**config.mk**
```make
export PLATFORM = sky130hd
export DESIGN_NAME = food_spawner
export DESIGN_NICKNAME = d
export VERILOG_FILES = /design/src/rtl/food_spawner.sv
export SDC_FILE = /design/constraint.sdc
export NUM_CORES = 1
export LEC_CHECK = 0
export BUFFER_PORTS_ARGS = -buffer_cell sky130_fd_sc_hd__buf_2
export CAP_MARGIN = 20
export CELL_PAD_IN_SITES_DETAIL_PLACEMENT = 1
export CELL_PAD_IN_SITES_GLOBAL_PLACEMENT = 2
export CORE_UTILIZATION = 33
export CTS_CLUSTER_SIZE = 14
export DETAILED_ROUTE_END_ITERATION = 7
export HOLD_SLACK_MARGIN = 0.06
export PLACE_DENSITY_LB_ADDON = 0.1
export SLEW_MARGIN = 20
export SYNTH_ARGS = -nofsm -noshare
export SYNTH_HDL_FRONTEND = slang
export SYNTH_SLANG_ARGS = --single-unit
```
**constraint.sdc**
```tcl
create_clock -name CLK -period 2 [get_ports CLK]
set_input_delay 0.1 -clock CLK [delete_from_list [all_inputs] [get_ports CLK]]
set_output_delay 0.1 -clock CLK [all_outputs]
set_load 0.05 [all_outputs]
```
**src/rtl/food_spawner.sv**
```systemverilog
// -----------------------------------------------------------------------------
// food_spawner
//
// Purpose:
//   Consumer end of the 8-bit LFSR random stream. On request it turns
//   successive random bytes into a free (x,y) food cell on the snake
//   playfield. Candidate coordinates are the truncated low bits of
//   Random_Data and are rejected if they fall outside the grid. Each
//   in-range candidate is checked against the snake-body tracker with a
//   one-cycle occupancy query. After MAX_TRIES rejects the search is
//   exhausted.
//
// Configuration macro:
//   FALLBACK_SCAN_EN - when defined, exhaustion starts a raster scan from
//                      (0,0) that places food on the first free cell. When
//                      undefined, exhaustion pulses fail and returns to IDLE.
//
// Ports:
//   CLK          in   system clock, all logic on posedge
//   RESET        in   synchronous, active-high reset
//   Random_Data  in   [7:0] LFSR output, advances every CLK
//   spawn_req    in   request a new food cell (accepted only in IDLE)
//   occ_hit      in   occupancy answer, valid 1 cycle after query_valid
//   query_valid  out  1-cycle occupancy query strobe
//   query_x      out  [X_BITS-1:0] queried cell x (held through the wait)
//   query_y      out  [Y_BITS-1:0] queried cell y (held through the wait)
//   food_x       out  [X_BITS-1:0] current food x
//   food_y       out  [Y_BITS-1:0] current food y
//   food_valid   out  food_x/food_y hold a placed cell
//   busy         out  high in every state except IDLE
//   done         out  1-cycle pulse: new food placed
//   fail         out  1-cycle pulse: no free cell found
// -----------------------------------------------------------------------------
module food_spawner #(
  parameter int GRID_W    = 40,
  parameter int GRID_H    = 30,
  parameter int X_BITS    = 6,
  parameter int Y_BITS    = 5,
  parameter int MAX_TRIES = 16
) (
  input  logic              CLK,
  input  logic              RESET,
  input  logic [7:0]        Random_Data,
  input  logic              spawn_req,
  input  logic              occ_hit,
  output logic              query_valid,
  output logic [X_BITS-1:0] query_x,
  output logic [Y_BITS-1:0] query_y,
  output logic [X_BITS-1:0] food_x,
  output logic [Y_BITS-1:0] food_y,
  output logic              food_valid,
  output logic              busy,
  output logic              done,
  output logic              fail
);

  // Counter must be able to hold MAX_TRIES itself (value after the final reject).
  localparam int TRY_W = $clog2(MAX_TRIES + 1);

`ifdef FALLBACK_SCAN_EN
  localparam logic [X_BITS-1:0] X_LAST = X_BITS'(GRID_W - 1);
  localparam logic [Y_BITS-1:0] Y_LAST = Y_BITS'(GRID_H - 1);
`endif

  typedef enum logic [2:0] {
    IDLE,
    DRAW_X,
    DRAW_Y,
    QUERY,
    WAIT,
    SCAN_Q,
    SCAN_W
  } state_t;

  state_t             state;
  logic [X_BITS-1:0]  cx;
  logic [Y_BITS-1:0]  cy;
  logic [TRY_W-1:0]   tries;

  logic [X_BITS-1:0]  rx;
  logic [Y_BITS-1:0]  ry;
  logic               x_ok;
  logic               y_ok;
  logic               reject;
  logic               last_try;
  logic               unused_rnd;

  // Coordinates are plain truncations of the random byte; the range check
  // is one bit wider so a grid exactly 2**BITS wide still compares correctly.
  assign rx   = Random_Data[X_BITS-1:0];
  assign ry   = Random_Data[Y_BITS-1:0];
  assign x_ok = {1'b0, rx} < (X_BITS+1)'(GRID_W);
  assign y_ok = {1'b0, ry} < (Y_BITS+1)'(GRID_H);

  // Upper random bits are intentionally discarded.
  assign unused_rnd = ^Random_Data;

  // A reject is an out-of-range draw or an occupied candidate. The reject
  // that brings the counter to MAX_TRIES is the one that exhausts the search.
  assign reject   = ((state == DRAW_X) && !x_ok) ||
                    ((state == DRAW_Y) && !y_ok) ||
                    ((state == WAIT)   && occ_hit);
  assign last_try = (tries == TRY_W'(MAX_TRIES - 1));

  always_ff @(posedge CLK) begin
    if (RESET) begin
      state       <= IDLE;
      cx          <= '0;
      cy          <= '0;
      tries       <= '0;
      query_valid <= 1'b0;
      query_x     <= '0;
      query_y     <= '0;
      food_x      <= '0;
      food_y      <= '0;
      food_valid  <= 1'b0;
      busy        <= 1'b0;
      done        <= 1'b0;
      fail        <= 1'b0;
    end else begin
      done        <= 1'b0;
      fail        <= 1'b0;
      query_valid <= 1'b0;

      if (reject) begin
        tries <= tries + TRY_W'(1);
      end

      if (reject && last_try) begin
`ifdef FALLBACK_SCAN_EN
        // Random search gave up: fall back to an exhaustive raster scan.
        state       <= SCAN_Q;
        cx          <= '0;
        cy          <= '0;
        query_valid <= 1'b1;
        query_x     <= '0;
        query_y     <= '0;
`else
        state <= IDLE;
        busy  <= 1'b0;
        fail  <= 1'b1;
`endif
      end else begin
        case (state)
          IDLE: begin
            if (spawn_req) begin
              state      <= DRAW_X;
              busy       <= 1'b1;
              food_valid <= 1'b0;
              tries      <= '0;
            end
          end

          DRAW_X: begin
            cx <= rx;
            if (x_ok) begin
              state <= DRAW_Y;
            end
          end

          // The query strobe is launched on the same edge the y draw lands,
          // so the tracker sees it during the QUERY cycle.
          DRAW_Y: begin
            cy <= ry;
            if (y_ok) begin
              state       <= QUERY;
              query_valid <= 1'b1;
              query_x     <= cx;
              query_y     <= ry;
            end
          end

          QUERY: begin
            state <= WAIT;
          end

          WAIT: begin
            if (!occ_hit) begin
              food_x     <= cx;
              food_y     <= cy;
              food_valid <= 1'b1;
              done       <= 1'b1;
              busy       <= 1'b0;
              state      <= IDLE;
            end else begin
              state <= DRAW_X;
            end
          end

`ifdef FALLBACK_SCAN_EN
          SCAN_Q: begin
            state <= SCAN_W;
          end

          SCAN_W: begin
            if (!occ_hit) begin
              food_x     <= cx;
              food_y     <= cy;
              food_valid <= 1'b1;
              done       <= 1'b1;
              busy       <= 1'b0;
              state      <= IDLE;
            end else if ((cx == X_LAST) && (cy == Y_LAST)) begin
              fail  <= 1'b1;
              busy  <= 1'b0;
              state <= IDLE;
            end else begin
              // Raster order: x first, wrapping to the next row.
              if (cx == X_LAST) begin
                cx      <= '0;
                cy      <= cy + Y_BITS'(1);
                query_x <= '0;
                query_y <= cy + Y_BITS'(1);
              end else begin
                cx      <= cx + X_BITS'(1);
                query_x <= cx + X_BITS'(1);
              end
              query_valid <= 1'b1;
              state       <= SCAN_Q;
            end
          end
`endif

          default: begin
            state <= IDLE;
            busy  <= 1'b0;
          end
        endcase
      end
    end
  end

endmodule
```
After elaboration in Yosys (flattened, before gate mapping)
Cells that the tools add are included.
{ "totals": {"reg_bits": 46, "latchBits": 0, "ram_bits": 0, "romBits": 0, "input_bits": 12, "output_inout_bits": 27, "word_cells": 69, "memories": 0} }
{ "op_classes": {"add_sub_neg": 1, "mul": 0, "div_mod_pow": 0, "magnitude_cmp": 2, "n_eq_ne": 9, "n_shift": 0, "muxes": 18, "bitwise": 5, "reduce_logical": 21} }
{ "op_table": {"columns": ["op", "n"], "rows": [
  ["$mux 5", 4],
  ["$pmux 3 s5", 1],
  ["$reduce_and 3->1", 4],
  ["$mux 3", 3],
  ["$reduce_or 3->1", 3],
  ["$mux 1", 8],
  ["$ne 2x2->1 const B", 4],
  ["$eq 3x2->1 const B", 2],
  ["$lt 6x6->1 const B", 1],
  ["$add 5x1->5 const B", 1],
  ["$eq 5x4->1 const B", 1],
  ["$lt 5x5->1 const B", 1],
  ["$not 1->1", 5],
  ["$logic_and 1x1->1", 4],
  ["$reduce_and 2->1", 2],
  ["$reduce_and 4->1", 1],
  ["$eq 3x1->1 const B", 1],
  ["$eq 3x3->1 const B", 1],
  ["$logic_not 3->1", 1],
  ["$pmux 1 s3", 1],
  ["$logic_not 1->1", 2],
  ["$logic_or 1x1->1", 2],
  ["$pmux 1 s2", 1],
  ["$reduce_bool 2->1", 1],
  ["$reduce_or 2->1", 1]
]} }

Depth between registers and ports, before layout
{ "logic_depth": {"ltp_word": 9, "depth_mapped": 7, "depth_no_buf": 6} }

Worst setup path after synthesis
No wires, ideal clock.
{ "synth_path": {"path_type": "register to register", "from": "reg tries[0]", "to": "reg cy[0]", "arrival_time_ns": 1.528, "setup_slack_ns": 0.325, "path_stages_with_launch": 8, "n_path_buf": 1, "synth_period_minus_slack_ns": 1.675, "cell_sequence": "dfxtp_1 ha_1 and3_1 ha_1 clkbuf_1 nor4b_1 a31oi_1 o311ai_0"} }
{ "synth_via": {"elab_chain_cells": 4} }
{ "synth_lines": {"columns": ["item", "line", "text"], "rows": [
  ["start, declared", "78", "logic [TRY_W-1:0] tries;"],
  ["start signal, assigned", "126", "tries <= tries + TRY_W'(1);"],
  ["$eq 5x4->1", "103", "assign last_try = (tries == TRY_W'(MAX_TRIES - 1));"],
  ["$logic_and 1x1->1", "129", "if (reject && last_try) begin"],
  ["$not 1->1 (no source line)", null, null],
  ["$reduce_and 2->1 (no source line)", null, null],
  ["end signal, assigned", "164", "cy <= ry;"],
  ["end, declared", "77", "logic [Y_BITS-1:0] cy;"]
]} }
No other way between the ends.
A chain may end at the register's enable or synchronous reset.

Final worst setup path
{ "layout_path": {"from": "reg tries[0]", "to": "reg cy[1]"} }
Same word-level chain as after synthesis.

==> run summary <==
The flow ran to the end, and the final reports show no timing, DRC or antenna violations. The total of flip-flops plus latches after synthesis is 46. The synthesized netlist contains 46 unique library cells.

The worst-skew pair later-pin latency is 0.30 ns. The number of global-route vias before repair is about 1700. The average via count per standard cell is 5.145. The area added between synthesis and finish is 17.08%. The worst register-to-register path begins at tries[0].

The wire length of the first global-routing pass is 8507 um. The worst register-to-register path ends at cy[1]. In the routed design, unresolved DRC markers number 0. The tree is rooted in a sky130_fd_sc_hd__clkbuf_8. The global routing stage identified its most utilized layer as met2.

The per-cell routed wire length came out at around 16 um. The tree built by TritonCTS fans out to 46 sinks. The boundary pin count came out at 39. The count of final hold-check violations is 0. The initial detailed-routing violation count is 57.

Post-CTS repair changed the size of 0 cells. The worst-case IR drop observed on VDD is 0.0002476 V. The sequential-to-total area share from yosys stat is around 45%. The highest attainable clock frequency is ~540 MHz. The floorplan die width came out at between 80 and 90 um. The aggregate global-route resource usage is approximately 17%. STA classifies the critical path endpoint as a flop. The number of flops mapped to enable cells by yosys came out at 0. The final wirelength is between 5000 and 6000 um. The post-CTS setup repair buffer count came out at 0. The die covers 6580 um2. Summing the areas of all compound-gate instances in the mapped netlist gives about 18% of the synthesized area. The initial antenna violation count came out at 0. The library cells used most frequently in the layout, excluding fill and tap cells, are 46 x sky130_fd_sc_hd__nand2_1, 46 x sky130_fd_sc_hd__dfxtp_1, 36 x sky130_fd_sc_hd__buf_2, 21 x sky130_fd_sc_hd__a21oi_1, 14 x sky130_fd_sc_hd__nor2_1. The async set-reset flop share out of synthesis came out at 0%. For this run, the number of Yosys warnings is 0. After floorplanning, the core was divided into 28 placement rows. The area of the core is 5991 um2. The data arrival time of the worst path came out at 2.04 ns. The global placer's final weighted congestion is a little under 0.7.

The clock period minus worst slack is around 1.9 ns. The critical path is of the reg -> reg type. The repair_antennas step left the layout with diodes totalling 0.

The combined area of all synthesized cells came out at around 2100 um2. The met2 usage came out at about 28%. The relative slew slack is ~66%. By area, the combinational part of the netlist is dominated by simple AND/OR/NAND/NOR gates. The detailed-router iteration count before antenna repair is 4. The starting utilization of the core area is approximately a third. The path with the worst hold slack has its endpoint at food_y[2].

The clock-pin slew of the registers on the worst-case setup and hold paths is approximately 0.090 ns. The final net count is 276. The clock passes through at most 2 buffers. The worst-margin pin slew is between 0.5 and 0.6 ns.

The synthesized area per cell came out at between 9 and 10 um2. Max-cap violations in this run came to 0. The height of the die is ~81 um. The register-to-register path setup slack is 0.14 ns. The quantity of I/O buffers inserted on ports came out at 36. Summed over all nets, the half-perimeter wirelength after detailed placement is approximately 3600 um. In this run the worst hold path is classified as in -> reg. The number of hold-repair buffers added at the cts stage is 2. The global routing usage on met3 is 3.146%. The area share of fa/ha/maj cells after synthesis came out at 1.211%. The final route contains 1739 vias. Setup violations remaining at the end of the flow were counted as 0. TritonCTS built the clock tree. The H-tree was split into 2 levels. STA puts the critical path data required time at between 2 and 2.5 ns. Setup repair after global routing left no endpoint under its margin. In this run the worst path has a maximum fanout of 8. The final clock period utilization by the worst path came out at between 90% and 100%. The setup TNS is 0 ns. The number of instances in the synthesized netlist is 224. The portion of netlist area occupied by mux cells is under 10%.

The synthesized net count came out at between 200 and 250. The routing usage on met1 came out at a little under a quarter. The number of cells on the worst reg-to-reg path came out at 7.

STA classifies the critical path startpoint as a flop. The number of buffers inserted during clock tree synthesis is 5. The number of max-slew violations in the final report came out at 0. The parity-gate share of the synthesized area counting xor and xnor cells is 0%. The areal power density over the cells is around 790 nW/um2. The maximum number of pins on one net before global-route repair is 23. In the final layout, the share of cells above drive strength 1 is between 20 and 30%. The most used flip-flop cell after synthesis is sky130_fd_sc_hd__dfxtp_1. The instance count along the most critical hold path is 2. The residual antenna-violating net count after detailed routing came out at 0.

The fraction of the mapped netlist area in simple logic gates is ~28%. The remaining global-route overflow came out at 0. The final clock skew came out at about 0.010 ns. The startpoint of the worst hold path is RESET. The design draws ~1900 uW. The leakage power of the design is approximately 0.00093 uW.
==> worst max-delay path by stage <==
stage / from / end
CTS: tries[0] / cy[1]
global placement: tries[0] / cy[1]
global route: tries[0] / cy[1]
detailed placement: tries[0] / cy[1]
floorplan: tries[0] / cy[0]
finish: tries[0] / cy[1]
==> cells in the mapped netlist (3+ instances only) <==
cell / number / share of area [%]
sky130_fd_sc_hd__inv_1: 3 / 0.55
sky130_fd_sc_hd__o21ai_0: 5 / 1.2
sky130_fd_sc_hd__nor2_1: 14 / 2.5
sky130_fd_sc_hd__nand4_1: 6 / 1.8
sky130_fd_sc_hd__clkbuf_1: 6 / 1.1
sky130_fd_sc_hd__o311ai_0: 4 / 1.7
sky130_fd_sc_hd__dfxtp_1: 46 / 45
sky130_fd_sc_hd__o221a_2: 4 / 2.2
sky130_fd_sc_hd__a31oi_1: 6 / 1.8
sky130_fd_sc_hd__nor4b_1: 6 / 2.5
sky130_fd_sc_hd__mux2i_1: 6 / 2.9
sky130_fd_sc_hd__a21oi_1: 21 / 5.1
sky130_fd_sc_hd__nand2_1: 46 / 8.4
sky130_fd_sc_hd__buf_6: 5 / 2.7
sky130_fd_sc_hd__nand3_1: 5 / 1.2
sky130_fd_sc_hd__and3_1: 3 / 0.91
==> per-stage QoR <==
stage | hold WS [ns] | utilization [%] | setup WS, ns | cells | cell area (um2)
6_report | 0.08311 | 40.37 | 0.1400 | 338 | 2419
3_5_place_dp | 0.3724 | 38.60 | 0.1796 | 328 | 2312
2_1_floorplan | 0.2360 | - | 0.3249 | 224 | 2066
5_1_grt | 0.08879 | 40.37 | 0.03418 | 338 | 2419
4_1_cts | 0.07738 | 40.37 | 0.1202 | 338 | 2419
3_3_place_gp | 0.3651 | 38.60 | 0.2153 | 328 | 2312
==> where the power goes <==
group,internal (uW),total (uW),switching [uW]
Sequential,960,1000,40.7
Combinational,115,316,200
Clock,248,585,337
==> critical path, stage by stage (launching register included) <==
cell,delay [ns]
sky130_fd_sc_hd__dfxtp_1,0.34
sky130_fd_sc_hd__ha_1,0.22
sky130_fd_sc_hd__and3_1,0.19
sky130_fd_sc_hd__ha_1,0.29
sky130_fd_sc_hd__buf_4,0.21
sky130_fd_sc_hd__nor4b_1,0.30
sky130_fd_sc_hd__a31oi_1,0.07
sky130_fd_sc_hd__o311ai_0,0.12
==> logic make-up (layout without fill, tap and decap cells) <==
kind of cell / Yosys count / in the layout
buffers and inverters: 19 / 58
adder cells (fa/ha/maj): 2 / 2
AO/OA/AOI/OAI: 53 / 53
AND/OR/NAND/NOR: 98 / 98
flip-flops: 46 / 46
multiplexers: 6 / 6
==> registers in the layout (all words and copies together), names as in the netlist, 3 cells and up <==
signal / cells
cx: 6
query_y: 5
state: 3
cy: 5
query_x: 6
food_x: 6
tries: 5
food_y: 5
==> final cells by class <==
class                      instances  area [um2]
tap                               75       93.84
timing repair buffer              46       272.8
clock inverter                     2       13.76
multi-input combinational        159        1030
fill                             737        3572
sequential                        46       920.9
clock buffer                       6       72.57
inverter                           4       15.01
==> metal layers <==
layer	vias to the layer above	share of wire [%]
met5	-	0
met4	0	0.59
met3	4	2.9
met2	25	44
met1	825	52
li1	885	-
No activity file was read; power rests on OpenSTA's default activity.
